File: src/rtl/mux_scan_nx1.sv
// Registered N:1 word multiplexer with manual select and an optional round-robin scanner.
// Optional feature macro: MUX_SCAN_EN (scan state, cur_ch/dwell_cnt counters and wrap pulse).
//
// state     | meaning
// ST_IDLE   | disabled: outp/out_ch hold, flags low, scan counters cleared
// ST_MANUAL | outp follows inp[sel]; err flags sel >= CHANNELS
// ST_SCAN   | outp follows inp[cur_ch]; each channel held for DWELL cycles
module mux_scan_nx1 #(
  parameter int WIDTH    = 8,
  parameter int CHANNELS = 4,
  parameter int SEL_W    = 2,
  parameter int DWELL    = 4
) (
  input  logic                      clk,
  input  logic                      rst,
  input  logic [CHANNELS*WIDTH-1:0] inp,
  input  logic [SEL_W-1:0]          sel,
  input  logic                      mode,
  input  logic                      en,
  output logic [WIDTH-1:0]          outp,
  output logic [SEL_W-1:0]          out_ch,
  output logic                      out_vld,
  output logic                      wrap,
  output logic                      err
);

  typedef enum logic [1:0] {
    ST_IDLE   = 2'd0,
    ST_MANUAL = 2'd1,
    ST_SCAN   = 2'd2
  } state_t;

  state_t r_state;
  state_t w_state_nxt;

  logic [WIDTH-1:0] r_outp;
  logic [SEL_W-1:0] r_out_ch;
  logic             r_out_vld;
  logic             r_err;

  logic [WIDTH-1:0] w_outp_nxt;
  logic [SEL_W-1:0] w_out_ch_nxt;
  logic             w_out_vld_nxt;
  logic             w_err_nxt;

  logic [SEL_W-1:0] w_mux_sel;
  logic [WIDTH-1:0] w_mux_word;
  logic             w_sel_bad;

`ifdef MUX_SCAN_EN
  localparam int DW_W = $clog2(DWELL) + 1;
  localparam logic [DW_W-1:0]  DWELL_LAST = DW_W'(DWELL - 1);
  localparam logic [SEL_W-1:0] LAST_CH    = SEL_W'(CHANNELS - 1);

  logic [SEL_W-1:0] r_cur_ch;
  logic [DW_W-1:0]  r_dwell_cnt;
  logic             r_wrap;
  logic [SEL_W-1:0] w_cur_ch_nxt;
  logic [DW_W-1:0]  w_dwell_cnt_nxt;
  logic             w_wrap_nxt;
`else
  logic w_unused_cfg;
  assign w_unused_cfg = mode & (DWELL > 0);
`endif

  assign w_sel_bad = (int'(sel) >= CHANNELS);

  // Counters are zero on every entry to ST_SCAN because every other state clears them.
`ifdef MUX_SCAN_EN
  assign w_mux_sel = (w_state_nxt == ST_SCAN) ? r_cur_ch : sel;
`else
  assign w_mux_sel = sel;
`endif

  // Loop compare keeps an out-of-range select from indexing past the packed input.
  always_comb begin
    w_mux_word = '0;
    for (int k = 0; k < CHANNELS; k++) begin
      if (int'(w_mux_sel) == k) begin
        w_mux_word = inp[k*WIDTH +: WIDTH];
      end
    end
  end

  always_comb begin
    w_state_nxt     = ST_IDLE;
    w_outp_nxt      = r_outp;
    w_out_ch_nxt    = r_out_ch;
    w_out_vld_nxt   = 1'b0;
    w_err_nxt       = 1'b0;
`ifdef MUX_SCAN_EN
    w_cur_ch_nxt    = '0;
    w_dwell_cnt_nxt = '0;
    w_wrap_nxt      = 1'b0;
`endif

    if (en) begin
`ifdef MUX_SCAN_EN
      w_state_nxt = mode ? ST_SCAN : ST_MANUAL;
`else
      w_state_nxt = ST_MANUAL;
`endif
    end

    case (w_state_nxt)
      ST_MANUAL: begin
        w_out_ch_nxt = sel;
        if (w_sel_bad) begin
          w_outp_nxt = '0;
          w_err_nxt  = 1'b1;
        end else begin
          w_outp_nxt    = w_mux_word;
          w_out_vld_nxt = 1'b1;
        end
      end
`ifdef MUX_SCAN_EN
      ST_SCAN: begin
        w_outp_nxt    = w_mux_word;
        w_out_ch_nxt  = r_cur_ch;
        w_out_vld_nxt = 1'b1;
        if (r_dwell_cnt == DWELL_LAST) begin
          w_dwell_cnt_nxt = '0;
          w_cur_ch_nxt    = (r_cur_ch == LAST_CH) ? '0 : r_cur_ch + SEL_W'(1);
          w_wrap_nxt      = (r_cur_ch == LAST_CH);
        end else begin
          w_dwell_cnt_nxt = r_dwell_cnt + DW_W'(1);
          w_cur_ch_nxt    = r_cur_ch;
        end
      end
`endif
      default: begin
        w_outp_nxt   = r_outp;
        w_out_ch_nxt = r_out_ch;
      end
    endcase
  end

  always_ff @(posedge clk) begin
    if (rst) begin
      r_state     <= ST_IDLE;
      r_outp      <= '0;
      r_out_ch    <= '0;
      r_out_vld   <= 1'b0;
      r_err       <= 1'b0;
`ifdef MUX_SCAN_EN
      r_cur_ch    <= '0;
      r_dwell_cnt <= '0;
      r_wrap      <= 1'b0;
`endif
    end else begin
      r_state     <= w_state_nxt;
      r_outp      <= w_outp_nxt;
      r_out_ch    <= w_out_ch_nxt;
      r_out_vld   <= w_out_vld_nxt;
      r_err       <= w_err_nxt;
`ifdef MUX_SCAN_EN
      r_cur_ch    <= w_cur_ch_nxt;
      r_dwell_cnt <= w_dwell_cnt_nxt;
      r_wrap      <= w_wrap_nxt;
`endif
    end
  end

  assign outp    = r_outp;
  assign out_ch  = r_out_ch;
  assign out_vld = r_out_vld;
  assign err     = r_err;
`ifdef MUX_SCAN_EN
  assign wrap    = r_wrap;
`else
  assign wrap    = 1'b0;
`endif

endmodule

File: config.mk
export PLATFORM = sky130hd
export DESIGN_NAME = mux_scan_nx1
export DESIGN_NICKNAME = d
export VERILOG_FILES = /design/src/rtl/mux_scan_nx1.sv
export SDC_FILE = /design/constraint.sdc
export NUM_CORES = 1
export LEC_CHECK = 0
export ABC_AREA = 1
export CAP_MARGIN = 30
export CORE_MARGIN = 1
export CORE_UTILIZATION = 38
export DETAILED_ROUTE_END_ITERATION = 8
export DONT_BUFFER_PORTS = 1
export PLACE_DENSITY_LB_ADDON = 0.12
export SKIP_LAST_GASP = 1
export SYNTH_ARGS = -nofsm -noshare
export SYNTH_HDL_FRONTEND = slang
export SYNTH_SLANG_ARGS = --single-unit
File: constraint.sdc
create_clock -name clk -period 1 [get_ports clk]
set_input_delay 0.15 -clock clk [delete_from_list [all_inputs] [get_ports clk]]
set_output_delay 0.15 -clock clk [all_outputs]
set_load 0.02 [all_outputs]
==> impl_metrics.ini <==
[clock_network]
cts_tree = yes
clock-sinks = 11
cts-htree-levels = 1
root_buffer = clkbuf_4
clockBufferDepth = 2
cts_made_buffers = 3
clkTransAtPathRegs_ns = 0.07
clk_latency_ns = 0.27

[status]
status = finished, violations left
violations = DRC

[floorplan]
die_h_microns = 43.66
dieArea_sq_mm = 0.001906
initial_core_util = 0.4230
fp.coreArea_sq_mm = 0.001559
dieWidth_microns = 43.66
rows = 14
io-pin-count = 51

[worst_setup_path]
start_kind = flip-flop
cpLargestDelayFamily = flip-flops
arrival_ns = 0.76
end_kind = primary output
slowest_delay_ns = 0.35
reg2regPathDepth = 2
path_depth = 1
path_class = flip-flop to primary output
crit_buf_inv = 1
required_ns = 0.85
crit_chain = buf_4
path_max_fanout = 2
critPathSlowestCell = dfxtp_1

[min_path]
hold_path.class = input port to flip-flop
whs_path_depth = 2

[global_route]
grt_overflow = 0
antenna_found_initial = 0
grtUsageTotal = 0.1866
grt_pass1_vias = 603
grt_first_pass_wirelength_microns = 2580
grt_start_max_net_pins = 18

[final_layout]
n_fill_cell = 162
diodes = 0
nNetsFinal = 151
drive_above_1_share = 0.2054
area_growth_syn_to_layout_pct = 16.70
post-route-util = 0.4936
stdcell_area_sq_um = 769.5

[drt]
drt-initial-drc-count = 10
routedWlPerCell_microns = 12.53
via_per_inst = 5.227
drtPass1Iterations = 6
drc_errors = 1
drtAntennaViolNets = 0
wirelength_microns = 1604
vias = 669

[timing]
finalSetupViolations = 0
rsz0062_at_grt = no
hold_viol = 0
max_slew.worst_pin.slew_ns = 0.5494
period_minus_slack_ns = 0.9073
worst_slack_ns = 0.09265
tns_ns = 0
timing.final.crit_share = 0.9073
maxSlewHeadroom = 0.6337
skew_ns = 0
fmax_mhz = 1102
drv_slew = 0

[synthesis]
ys_ff_latch = 11
yosysUniqueCellTypes = 14
ys.warnings.count = 0
syn_inst = 100
seq_area_frac_synth = 0.3340
syn_avg_cell_area_sq_um = 6.594
syn_area_sq_um = 659.4

[placed_design]
port_buffers = 0
post-place-ws_ns = 0.1542
placed_area_sq_um = 710.7
gp_congestion = 0.7517
dp_hpwl_microns = 1182

[power_and_ir_drop]
p_leak_nw = 0.3337
worst_ir_drop_vdd_uv = 636.5
finalPower_mw = 1.020
p_per_area_mw_per_mm2 = 1325

[run]
drv_cap = 0
-- logic make-up (layout without fill, tap and decap cells) --
| kind of cell | count (synthesis) | count (layout) | synth area share |
|---|---|---|---|
| AOI/OAI and AO/OA | 18 | 18 | 0.1898 |
| buffers and inverters | 9 | 20 | 0.08917 |
| DFF | 11 | 11 | 0.3340 |
| other | 1 | 2 | 0.005687 |
| and+or+nand+nor | 61 | 61 | 0.3814 |
-- registers in the layout, indices dropped and copies added (netlist names) --
signal	count
outp	8
out_ch	2
out_vld	1
-- layer usage --
layer  up-vias  track usage  wire length, microns
li1        347            -                     -
met1       295       0.2188                   686
met2        25       0.2985                   782
met3         2      0.05000                   123
met4         0       0.1188                    11
met5         -            0                     0
-- Yosys cell counts --
library cell / instances / share of area
a21oi_2: 8 / 0.11
conb_1: 1 / 0.0057
buf_6: 2 / 0.034
buf_2: 2 / 0.015
inv_1: 2 / 0.011
o21ai_0: 8 / 0.061
nor2_2: 1 / 0.0095
nor2_1: 19 / 0.11
buf_4: 2 / 0.023
inv_2: 1 / 0.0057
nand2_1: 25 / 0.14
a211oi_1: 2 / 0.023
dfxtp_1: 11 / 0.33
nand3_1: 16 / 0.12
-- per-stage QoR --
stage / hold WS [ns] / instances
2_1_floorplan: 0.2285 / 101
3_3_place_gp: 0.2147 / 121
3_5_place_dp: 0.2154 / 121
4_1_cts: 0.03969 / 128
5_1_grt: 0.05031 / 128
6_report: 0.04488 / 128
-- layout make-up --
cell class	instances	area [sq um]	area share
clock buffers	4	26.28	0.03415
well taps	16	20.02	0.02602
repair buffers	13	107.6	0.1398
inverters	3	11.26	0.01463
flip-flops and latches	11	220.2	0.2862
multi-input cells	81	384.1	0.4992
-- timing repair --
item / CTS / global route
hold endpoints to repair: 11 / 0
hold buffers: 3 / 0
resized for setup: 0 / 1
endpoints found under the setup margin: 0 / 2
buffers inserted: 0 / 0
-- final timing paths --
path	start	endpoint	slack, ns
setup reg to reg	outp[7]	outp[7]	0.37
hold reg to reg	outp[3]	outp[3]	0.48
setup / recovery	outp[6]	outp[6]	0.09
hold / removal	en	out_ch[0]	0.04
-- power by group --
part           internal (mW)  total, mW  switching (mW)
registers              0.467      0.484          0.0170
clock network          0.154      0.310           0.156
logic                 0.0925      0.226           0.133
total                  0.714       1.02           0.306
-- cell usage in the layout, fill, tap and decap left out, drive strengths merged --
cell	netlist	final
dfxtp	11	11
a21oi	8	8
inv	3	3
nor2	20	20
nand3	16	16
clkbuf	0	4
a211oi	2	2
o21ai	8	8
nand2	25	25
conb	1	2
dlygate4sd3	0	2
buf	6	10
dlymetal6s4s	0	1
(Power assumes the default switching activity.)
